[src/rtl/ep2_pkg.sv]
// Shared types and frame geometry for the EP2 receive-side frame decoder.
package ep2_pkg;

  localparam int unsigned FRAME_BYTES  = 512;
  localparam int unsigned CC_BYTES     = 5;
  localparam int unsigned SAMPLE_BYTES = 8;
  localparam int unsigned SYNC_LEN     = 3;
  localparam int unsigned WORD_W       = 16;

  typedef enum logic [1:0] {
    HUNT   = 2'd0,
    CC     = 2'd1,
    SAMPLE = 2'd2,
    SYNC   = 2'd3
  } ep2_state_e;

  typedef struct packed {
    logic [WORD_W-1:0] audio_l;
    logic [WORD_W-1:0] audio_r;
    logic [WORD_W-1:0] tx_i;
    logic [WORD_W-1:0] tx_q;
  } ep2_sample_t;

  typedef struct packed {
    logic [6:0]  addr;
    logic        mox;
    logic [31:0] data;
  } ep2_cc_t;

endpackage

[src/rtl/ep2_sample_assembler.sv]
// Collects the 8 bytes of one EP2 sample and presents them as four big-endian
// 16-bit words behind a valid/ready output register.
module ep2_sample_assembler
  import ep2_pkg::*;
(
  input  logic                             clk,
  input  logic                             rst,
  input  logic                             byte_stb_i,
  input  logic [7:0]                       byte_i,
  input  logic                             sample_ready_i,
  output logic [$clog2(SAMPLE_BYTES)-1:0]  byte_idx_o,
  output logic                             sample_valid_o,
  output logic [WORD_W-1:0]                audio_l_o,
  output logic [WORD_W-1:0]                audio_r_o,
  output logic [WORD_W-1:0]                tx_i_o,
  output logic [WORD_W-1:0]                tx_q_o
);

  localparam int unsigned IDX_W   = $clog2(SAMPLE_BYTES);
  localparam int unsigned STAGE_W = 8 * (SAMPLE_BYTES - 1);

  logic [IDX_W-1:0]   byte_idx_q, byte_idx_d;
  logic [STAGE_W-1:0] stage_q, stage_d;
  ep2_sample_t        smp_q, smp_d;
  logic               valid_q, valid_d;
  logic               last_byte_c;

  // Byte 0 ends up in the top of the staging shift register.
  always_comb begin
    last_byte_c = byte_stb_i && (byte_idx_q == IDX_W'(SAMPLE_BYTES - 1));
    byte_idx_d  = byte_idx_q;
    stage_d     = stage_q;
    smp_d       = smp_q;
    valid_d     = valid_q;
    if (byte_stb_i) begin
      byte_idx_d = last_byte_c ? '0 : byte_idx_q + IDX_W'(1);
      stage_d    = {stage_q[STAGE_W-9:0], byte_i};
    end
    if (last_byte_c) begin
      smp_d   = ep2_sample_t'({stage_q, byte_i});
      valid_d = 1'b1;
    end else if (sample_ready_i) begin
      valid_d = 1'b0;
    end
  end

  always_ff @(posedge clk) begin
    if (rst) begin
      byte_idx_q <= '0;
      stage_q    <= '0;
      smp_q      <= '0;
      valid_q    <= 1'b0;
    end else begin
      byte_idx_q <= byte_idx_d;
      stage_q    <= stage_d;
      smp_q      <= smp_d;
      valid_q    <= valid_d;
    end
  end

  assign byte_idx_o     = byte_idx_q;
  assign sample_valid_o = valid_q;
  assign audio_l_o      = smp_q.audio_l;
  assign audio_r_o      = smp_q.audio_r;
  assign tx_i_o         = smp_q.tx_i;
  assign tx_q_o         = smp_q.tx_q;

endmodule

[src/rtl/ep2_frame_decoder.sv]
// EP2 frame decoder: locks onto 512-byte frames from the Rx FIFO, publishes
// C&C words and per-sample audio / TX I/Q, and tracks sync losses.
module ep2_frame_decoder
  import ep2_pkg::*;
#(
  parameter int unsigned SAMPLES_PER_FRAME = (FRAME_BYTES - SYNC_LEN - CC_BYTES) / SAMPLE_BYTES,
  parameter logic [7:0]  SYNC_BYTE         = 8'h7F,
  parameter int unsigned ERR_W             = 8
) (
  input  logic              clk,
  input  logic              rst,
  input  logic [7:0]        fifo_data,
  input  logic              fifo_empty,
  output logic              fifo_rdreq,
  output logic              cc_valid,
  output logic [6:0]        cc_addr,
  output logic [31:0]       cc_data,
  output logic              mox,
  output logic              sample_valid,
  input  logic              sample_ready,
  output logic [15:0]       audio_l,
  output logic [15:0]       audio_r,
  output logic [15:0]       tx_i,
  output logic [15:0]       tx_q,
  output logic              synced,
  output logic [ERR_W-1:0]  sync_err_cnt
);

  localparam int unsigned SMP_W    = (SAMPLES_PER_FRAME > 1) ? $clog2(SAMPLES_PER_FRAME) : 1;
  localparam int unsigned RUN_W    = $clog2(SYNC_LEN);
  localparam int unsigned CC_IDX_W = $clog2(CC_BYTES);
  localparam int unsigned IDX_W    = $clog2(SAMPLE_BYTES);

  ep2_state_e            state_q, state_d;
  logic [RUN_W-1:0]      run_cnt_q, run_cnt_d;
  logic [RUN_W-1:0]      sync_idx_q, sync_idx_d;
  logic [CC_IDX_W-1:0]   cc_idx_q, cc_idx_d;
  logic [SMP_W-1:0]      smp_cnt_q, smp_cnt_d;
  logic [31:0]           cc_stage_q, cc_stage_d;
  ep2_cc_t               cc_q, cc_d;
  logic                  cc_valid_q, cc_valid_d;
  logic                  synced_q, synced_d;
  logic [ERR_W-1:0]      err_q, err_d;

  logic                  consume_c;
  logic                  is_sync_c;
  logic                  smp_stb_c;
  logic [IDX_W-1:0]      byte_idx;

  // A held, unaccepted sample is the only back-pressure on the FIFO.
  assign fifo_rdreq = !fifo_empty && !(sample_valid && !sample_ready);
  assign consume_c  = fifo_rdreq;
  assign is_sync_c  = (fifo_data == SYNC_BYTE);
  assign smp_stb_c  = consume_c && (state_q == SAMPLE);

  ep2_sample_assembler u_asm (
    .clk            (clk),
    .rst            (rst),
    .byte_stb_i     (smp_stb_c),
    .byte_i         (fifo_data),
    .sample_ready_i (sample_ready),
    .byte_idx_o     (byte_idx),
    .sample_valid_o (sample_valid),
    .audio_l_o      (audio_l),
    .audio_r_o      (audio_r),
    .tx_i_o         (tx_i),
    .tx_q_o         (tx_q)
  );

  always_ff @(posedge clk) begin
    if (rst) state_q <= HUNT;
    else     state_q <= state_d;
  end

  // Next-state and frame position counters; everything advances on consumed bytes only.
  always_comb begin
    state_d    = state_q;
    run_cnt_d  = run_cnt_q;
    sync_idx_d = sync_idx_q;
    cc_idx_d   = cc_idx_q;
    smp_cnt_d  = smp_cnt_q;
    if (consume_c) begin
      case (state_q)
        HUNT: begin
          if (!is_sync_c) begin
            run_cnt_d = '0;
          end else if (run_cnt_q == RUN_W'(SYNC_LEN - 1)) begin
            run_cnt_d = '0;
            state_d   = CC;
          end else begin
            run_cnt_d = run_cnt_q + RUN_W'(1);
          end
        end
        CC: begin
          if (cc_idx_q == CC_IDX_W'(CC_BYTES - 1)) begin
            cc_idx_d = '0;
            state_d  = SAMPLE;
          end else begin
            cc_idx_d = cc_idx_q + CC_IDX_W'(1);
          end
        end
        SAMPLE: begin
          if (byte_idx == IDX_W'(SAMPLE_BYTES - 1)) begin
            if (smp_cnt_q == SMP_W'(SAMPLES_PER_FRAME - 1)) begin
              smp_cnt_d  = '0;
              sync_idx_d = '0;
              state_d    = SYNC;
            end else begin
              smp_cnt_d = smp_cnt_q + SMP_W'(1);
            end
          end
        end
        SYNC: begin
          if (!is_sync_c) begin
            sync_idx_d = '0;
            run_cnt_d  = '0;
            state_d    = HUNT;
          end else if (sync_idx_q == RUN_W'(SYNC_LEN - 1)) begin
            sync_idx_d = '0;
            state_d    = CC;
          end else begin
            sync_idx_d = sync_idx_q + RUN_W'(1);
          end
        end
        default: state_d = HUNT;
      endcase
    end
  end

  // C&C capture, lock flag and sync-error counter.
  always_comb begin
    cc_stage_d = cc_stage_q;
    cc_d       = cc_q;
    cc_valid_d = 1'b0;
    synced_d   = synced_q;
    err_d      = err_q;
    if (consume_c && (state_q == CC)) begin
      if (cc_idx_q == CC_IDX_W'(CC_BYTES - 1)) begin
        cc_d.addr  = cc_stage_q[31:25];
        cc_d.mox   = cc_stage_q[24];
        cc_d.data  = {cc_stage_q[23:0], fifo_data};
        cc_valid_d = 1'b1;
      end else begin
        cc_stage_d = {cc_stage_q[23:0], fifo_data};
      end
    end
    if (consume_c && (state_q == SYNC) && !is_sync_c) begin
      synced_d = 1'b0;
      err_d    = (&err_q) ? err_q : err_q + ERR_W'(1);
    end
    if ((state_d == CC) && (state_q != CC)) begin
      synced_d = 1'b1;
    end
  end

  always_ff @(posedge clk) begin
    if (rst) begin
      run_cnt_q  <= '0;
      sync_idx_q <= '0;
      cc_idx_q   <= '0;
      smp_cnt_q  <= '0;
      cc_stage_q <= '0;
      cc_q       <= '0;
      cc_valid_q <= 1'b0;
      synced_q   <= 1'b0;
      err_q      <= '0;
    end else begin
      run_cnt_q  <= run_cnt_d;
      sync_idx_q <= sync_idx_d;
      cc_idx_q   <= cc_idx_d;
      smp_cnt_q  <= smp_cnt_d;
      cc_stage_q <= cc_stage_d;
      cc_q       <= cc_d;
      cc_valid_q <= cc_valid_d;
      synced_q   <= synced_d;
      err_q      <= err_d;
    end
  end

  assign cc_valid     = cc_valid_q;
  assign cc_addr      = cc_q.addr;
  assign mox          = cc_q.mox;
  assign cc_data      = cc_q.data;
  assign synced       = synced_q;
  assign sync_err_cnt = err_q;

endmodule

[config.mk]
export PLATFORM = sky130hd
export DESIGN_NAME = ep2_frame_decoder
export DESIGN_NICKNAME = d
export VERILOG_FILES = /design/src/rtl/ep2_pkg.sv /design/src/rtl/ep2_sample_assembler.sv /design/src/rtl/ep2_frame_decoder.sv
export SDC_FILE = /design/constraint.sdc
export NUM_CORES = 1
export LEC_CHECK = 0
export CORE_MARGIN = 2
export CORE_UTILIZATION = 57
export DETAILED_ROUTE_END_ITERATION = 10
export HOLD_SLACK_MARGIN = 0.02
export PLACE_DENSITY = 0.84
export SLEW_MARGIN = 20
export SYNTH_ARGS = -nofsm -noshare
export SYNTH_HDL_FRONTEND = slang
export SYNTH_SLANG_ARGS = --single-unit
[constraint.sdc]
create_clock -name clk -period 3.9 [get_ports clk]
set_input_delay 0.585 -clock clk [delete_from_list [all_inputs] [get_ports clk]]
set_output_delay 0.585 -clock clk [all_outputs]
set_load 0.02 [all_outputs]
## Word-level counts from Yosys, hierarchy flattened

Index checks and enable logic that the tools add are counted.

| operators by class | value |
|---|---|
| reduce and logical (&&, ||, !) cells | 26 |
| $add $sub $neg | 6 |
| muxes and demuxes | 26 |
| bitwise logic cells | 3 |
| equality and inequality tests | 14 |

Operators with widths:

| kind | number |
|---|---|
| 2-bit 2-to-1 mux | 15 |
| 8-bit by 1-bit adder with 8-bit output, second input constant | 1 |
| 2-bit == test, second input constant | 4 |
| 8-bit by 7-bit == test with 1-bit output, second input constant | 1 |
| 1-bit logical AND | 8 |
| 2-bit case mux with 2 select lines | 2 |
| 2-bit case mux with 4 select lines | 1 |
| 2-bit AND reduction | 4 |
| 8-bit AND reduction | 1 |
| 2-bit nonzero test | 4 |
| 3-bit by 1-bit adder with 3-bit output, second input constant | 2 |
| 6-bit by 1-bit adder with 6-bit output, second input constant | 1 |
| 3-bit == test, second input constant | 2 |
| 6-bit == test, second input constant | 1 |
| 3-bit 2-to-1 mux | 2 |
| 6-bit 2-to-1 mux | 1 |
| 2-bit by 1-bit != test with 1-bit output, second input constant | 3 |
| 3-bit AND reduction | 2 |
| 1-bit 2-to-1 mux | 5 |
| 2-bit by 1-bit adder with 2-bit output, second input constant | 2 |
| 2-bit by 1-bit == test with 1-bit output, second input constant | 2 |
| 1-bit zero test | 4 |
| 4-bit AND reduction | 1 |
| 1-bit inverter | 3 |
| 3 further kinds | 3 |

| storage, ports and cells | value |
|---|---|
| bits of input ports | 12 |
| register bits after elaboration | 221 |
| logic and storage cells | 94 |
| output and inout bits | 116 |

## Logic depth before layout (Yosys ltp)

| depth | value |
|---|---|
| depth after elaboration | 8 |
| gate-level depth with buffers | 8 |
| depth with buffers taken out | 7 |

## Modules after synthesis

Synthesis repeated with hierarchy kept, for this count alone.

| unflattened totals | value |
|---|---|
| cell total of the unflattened synthesis | 962 |
| area total of the unflattened synthesis | 8,702.1 um2 |

Modules (own cells, without submodules):

| module | instances | cells each | seq. area each (um2) | area each (um2) |
|---|---|---|---|---|
| ep2_sample_assembler | 1 | 491 | 2,482.4 | 4,926.0 |
| ep2_frame_decoder | 1 | 471 | 1,941.9 | 3,776.1 |

## Least setup slack after synthesis

No wires, ideal clock.

| timing path | value |
|---|---|
| path kind | input to register |
| start point | input sample_ready |
| end point | register u_asm.stage_q[45] |
| stages on the path | 8 |
| required time | 3,768 ps |
| buffers on the path | 2 |
| setup slack | 2,058 ps |
| library setup time | 132 ps |
| arrival time | 1,710 ps |
| path through | nand2b_1 > nand2_1 > inv_2 > nand2_1 > buf_4 > buf_2 > nand2_1 > a21oi_1 |

| between the ends | value |
|---|---|
| word-level cells in the longest chain between the ends | 5 |

Ends and longest elaborated chain:

| element | RTL line | source |
|---|---|---|
| start: declaration | ep2_frame_decoder.sv:20 | `input logic sample_ready,` |
| 1-bit zero test | ep2_frame_decoder.sv:51 | `assign fifo_rdreq = !fifo_empty && !(sample_valid && !sample_ready);` |
| 1-bit logical AND | ep2_frame_decoder.sv:51 |  |
| 1-bit zero test | ep2_frame_decoder.sv:51 |  |
| 1-bit logical AND | ep2_frame_decoder.sv:51 |  |
| net fifo_rdreq | ep2_frame_decoder.sv:14 | `output logic fifo_rdreq,` |
| 1-bit logical AND | ep2_frame_decoder.sv:54 | `assign smp_stb_c = consume_c && (state_q == SAMPLE);` |
| end signal: assignment | ep2_sample_assembler.sv:55 | `stage_q <= stage_d;` |
| end: declaration | ep2_sample_assembler.sv:23 | `logic [STAGE_W-1:0] stage_q, stage_d;` |

The timed path passes the listed nets, and every way through them passes these cells.
A chain may end at the register's enable or synchronous reset.

## Final worst setup path

| timing path | value |
|---|---|
| start point | input sample_ready |
| end point | output fifo_rdreq |

| between the ends | value |
|---|---|
| word-level cells in the longest chain between the ends | 4 |

Ends and longest elaborated chain:

| element | RTL line |
|---|---|
| 1-bit zero test | ep2_frame_decoder.sv:51 |
| 1-bit logical AND | ep2_frame_decoder.sv:51 |
| 1-bit zero test | ep2_frame_decoder.sv:51 |
| 1-bit logical AND | ep2_frame_decoder.sv:51 |
| end: declaration | ep2_frame_decoder.sv:14 |

No other way between the ends.

==> reports/metrics.cfg <==
[outcome]
status=complete, no violations

[clock_tree]
clk-insertion-delay-late_ns=0.49
tritoncts_num_sinks=221
cts_root_buffer=clkbuf_16
post_cts_buffers=0
ctsHoldBuffers=0
cts-buffers-inserted=22
clock_tree_from_tritoncts=done
path_clk_slew_ns=0.06
cts.htree.levels=1
cts_repair_resized_insts=0
cts_max_path_buffers=3

[worst_setup_path]
crit_path_end_kind=output port
worst_path_fanout_max=7
start_kind=primary input
cp_data_arrival_time_ns=2.26
crit_required_ns=3.31
critPathKind=in -> out
setup.reg_to_reg.worst_slack_ns=1.79

[timing]
slew-limit-headroom_pct=35.4
final.min_clock_period_ns=2.84
timing.final.hold_violations=0
report.final.slew_viol_count=0
worstMarginPinSlew_ns=0.970
maximum_clock_frequency_mhz=352
totalNegativeSetupSlack_ns=0
rsz0062_at_grt=false
report.final.setup_viol=0
fin_worst_skew_ns=0.0114
final_min_period_over_clock_period_pct=72.9

[run]
drv.max_cap_violation_count=0

[logic_synthesis]
synthArstFlopShare_pct=0
syn-num-nets=1022
number_of_synthesized_flops_with_an_enable_pin=0
synthesis.area_um2=8000
synth_ff_type=dfxtp_1
synth_cell_types=47
postSynthCellCount=1003
yosys_warnings=0
avgSynthCellArea_um2=7.98
ys_seq_elements=221
synth.yosys.seq_area_share_pct=55.3
yosys.area.top_type_share_pct=55.3
synth_largest_area_cell=dfxtp_1
netlist_top_cells_area=dfxtp_1, nand2_1, a21oi_1, clkbuf_1, buf_2

[drt]
drt-wirelength-per-cell_um=14.3
post_drt_via_cell_ratio=5.38
final_antenna_net_count=0
drt_pass1_iterations=5
routed_wire_length_um=18400
vias=6920
drc=0
drt_iter0_markers=708

[power]
p_int_w=0.00353
power.combinational.fraction_pct=1.5
switching_share_pct=19.8
p_sw_w=0.000873
static-leakage-power_nw=3.26
power_frac_seq_pct=51.3
clock_power_share_pct=47.3
irDropWorstVdd_v=0.000366
power_density_nw_per_um2=439

[floorplanning]
fp.dieArea_um2=15000
ios=128
placement_rows=43
chipHeight_um=122
floorplan.initialDensity_pct=58.1
chipWidth_um=122
design.core.area_um2=13800

[final_layout]
fillerInstances=1101
layout.cell_area.non_filler_um2=10000
final_layout_size_suffix_gt1_share_pct=5.61
diodes=0
finish.net_count=1116
area_growth_syn_to_layout_pct=25.3

[global_routing]
wire_length_of_the_first_global_routing_pass_um=30200
gr-usage-all-layers_pct=24.5
grt_start_max_net_pins=139
grt_pass1_vias=6285
grt_antenna_before_repair=0
grt_overflow=0

[placement]
dp_hpwl_um=11400
port_buffers=127
routabilityCongestion=0.836
dpl_cell_area_um2=9320

[min_path]
hold_path.class=reg -> reg

## cell usage after synthesis, types with 3 or more instances
master	instances
and3_1	3
and4_1	4
inv_1	7
nand2_1	401
ha_1	7
nor4_1	3
buf_2	23
xnor2_1	4
nand3_1	6
nor2_1	21
buf_4	4
o31ai_1	3
o21ai_0	4
dfxtp_1	221
a21oi_1	205
xor2_1	4
nand4_1	4
clkbuf_1	40
## critical path: stages
cell             delay (ns)
clkdlybuf4s50_1        0.44
nand2b_1               0.27
nand2_1                0.17
inv_2                  0.16
clkdlybuf4s50_1        0.63
## placed cells by master (no fill, tap or decap), types with 4 or more instances in the layout
cell type,n
nand2_1,400
dfxtp_1,221
a21oi_1,205
clkdlybuf4s50_1,126
clkbuf_16,22
nor2_1,20
buf_4,8
inv_1,7
ha_1,7
nand3_1,5
nand4_1,4
xor2_1,4
xnor2_1,4
o21ai_0,4
clkinv_2,4
## cell type report
cell class / count / area, um2 / area share (%)
clock inverter: 8 / 126 / 1.26
clock buffer: 25 / 582 / 5.80
timing repair buffer: 137 / 1370 / 13.7
sequential: 221 / 4420 / 44.1
multi-input combinational: 707 / 3270 / 32.6
inverter: 8 / 30.0 / 0.300
tap: 180 / 225 / 2.25
## path summary, 6_finish.rpt
check,end,startpoint,cells after the start
worst min-delay path,cc_data[22],cc_data[22],2
worst max register to register,cc_addr[5],cc_idx_q[0],7
worst max-delay path,fifo_rdreq,sample_ready,5
worst min register to register,cc_data[22],cc_data[22],2
## power groups by stage
| stage | Clock [W] | Combinational, W | Sequential (W) |
|---|---|---|---|
| after floorplan | 0 | 0.0000366 | 0.00231 |
| after global placement | 0 | 0.0000648 | 0.00231 |
| after detailed placement | 0 | 0.0000641 | 0.00231 |
| after CTS | 0.00212 | 0.0000643 | 0.00226 |
| after global routing | 0.00222 | 0.0000698 | 0.00226 |
| final | 0.00208 | 0.0000649 | 0.00226 |
## routing by layer
| layer | vias to the layer above | GRT usage (%) | share of wire [%] |
|---|---|---|---|
| met5 | - | 0 | 0 |
| li1 | 3452 | - | - |
| met3 | 23 | 4.23 | 6.4 |
| met2 | 209 | 41.5 | 48 |
| met4 | 0 | 5.53 | 1.2 |
| met1 | 3236 | 32.9 | 44 |
## state kept, by name, summed over array words and instances (netlist names)
signal / cells
smp_cnt_q: 6
u_asm.tx_q_o: 16
cc_valid: 1
u_asm.audio_r_o: 16
cc_stage_q: 32
u_asm.byte_idx_o: 3
mox: 1
cc_data: 32
u_asm.stage_q: 56
sync_err_cnt: 8
u_asm.tx_i_o: 16
u_asm.sample_valid_o: 1
run_cnt_q: 2
state_q: 2
u_asm.audio_l_o: 16
sync_idx_q: 2
synced: 1
cc_addr: 7
cc_idx_q: 3
## kinds of logic (layout without fill, tap and decap cells)
family | count (synthesis) | after routing | share of synthesized area (%)
compound gates | 225 | 225 | 14.7
xor+xnor | 8 | 8 | 0.875
fa+ha+maj | 7 | 7 | 1.09
buf+inv | 75 | 178 | 4.07
mux | 2 | 2 | 0.250
flops | 221 | 221 | 55.3
simple gates | 465 | 465 | 23.7
## per-stage QoR
step                util [%]  instances  power, W  hold WS [ns]  worst slack [ns]
global placement        67.7       1253   0.00237         0.440              1.07
floorplan                  -       1003   0.00234         0.432              2.06
detailed placement      67.7       1253   0.00237         0.446              1.06
global route            72.8       1286   0.00454         0.467             0.969
CTS                     72.8       1286   0.00444         0.455              1.05
finish                  72.8       1286   0.00440         0.453              1.06
No activity file was read; power rests on OpenSTA's default activity.
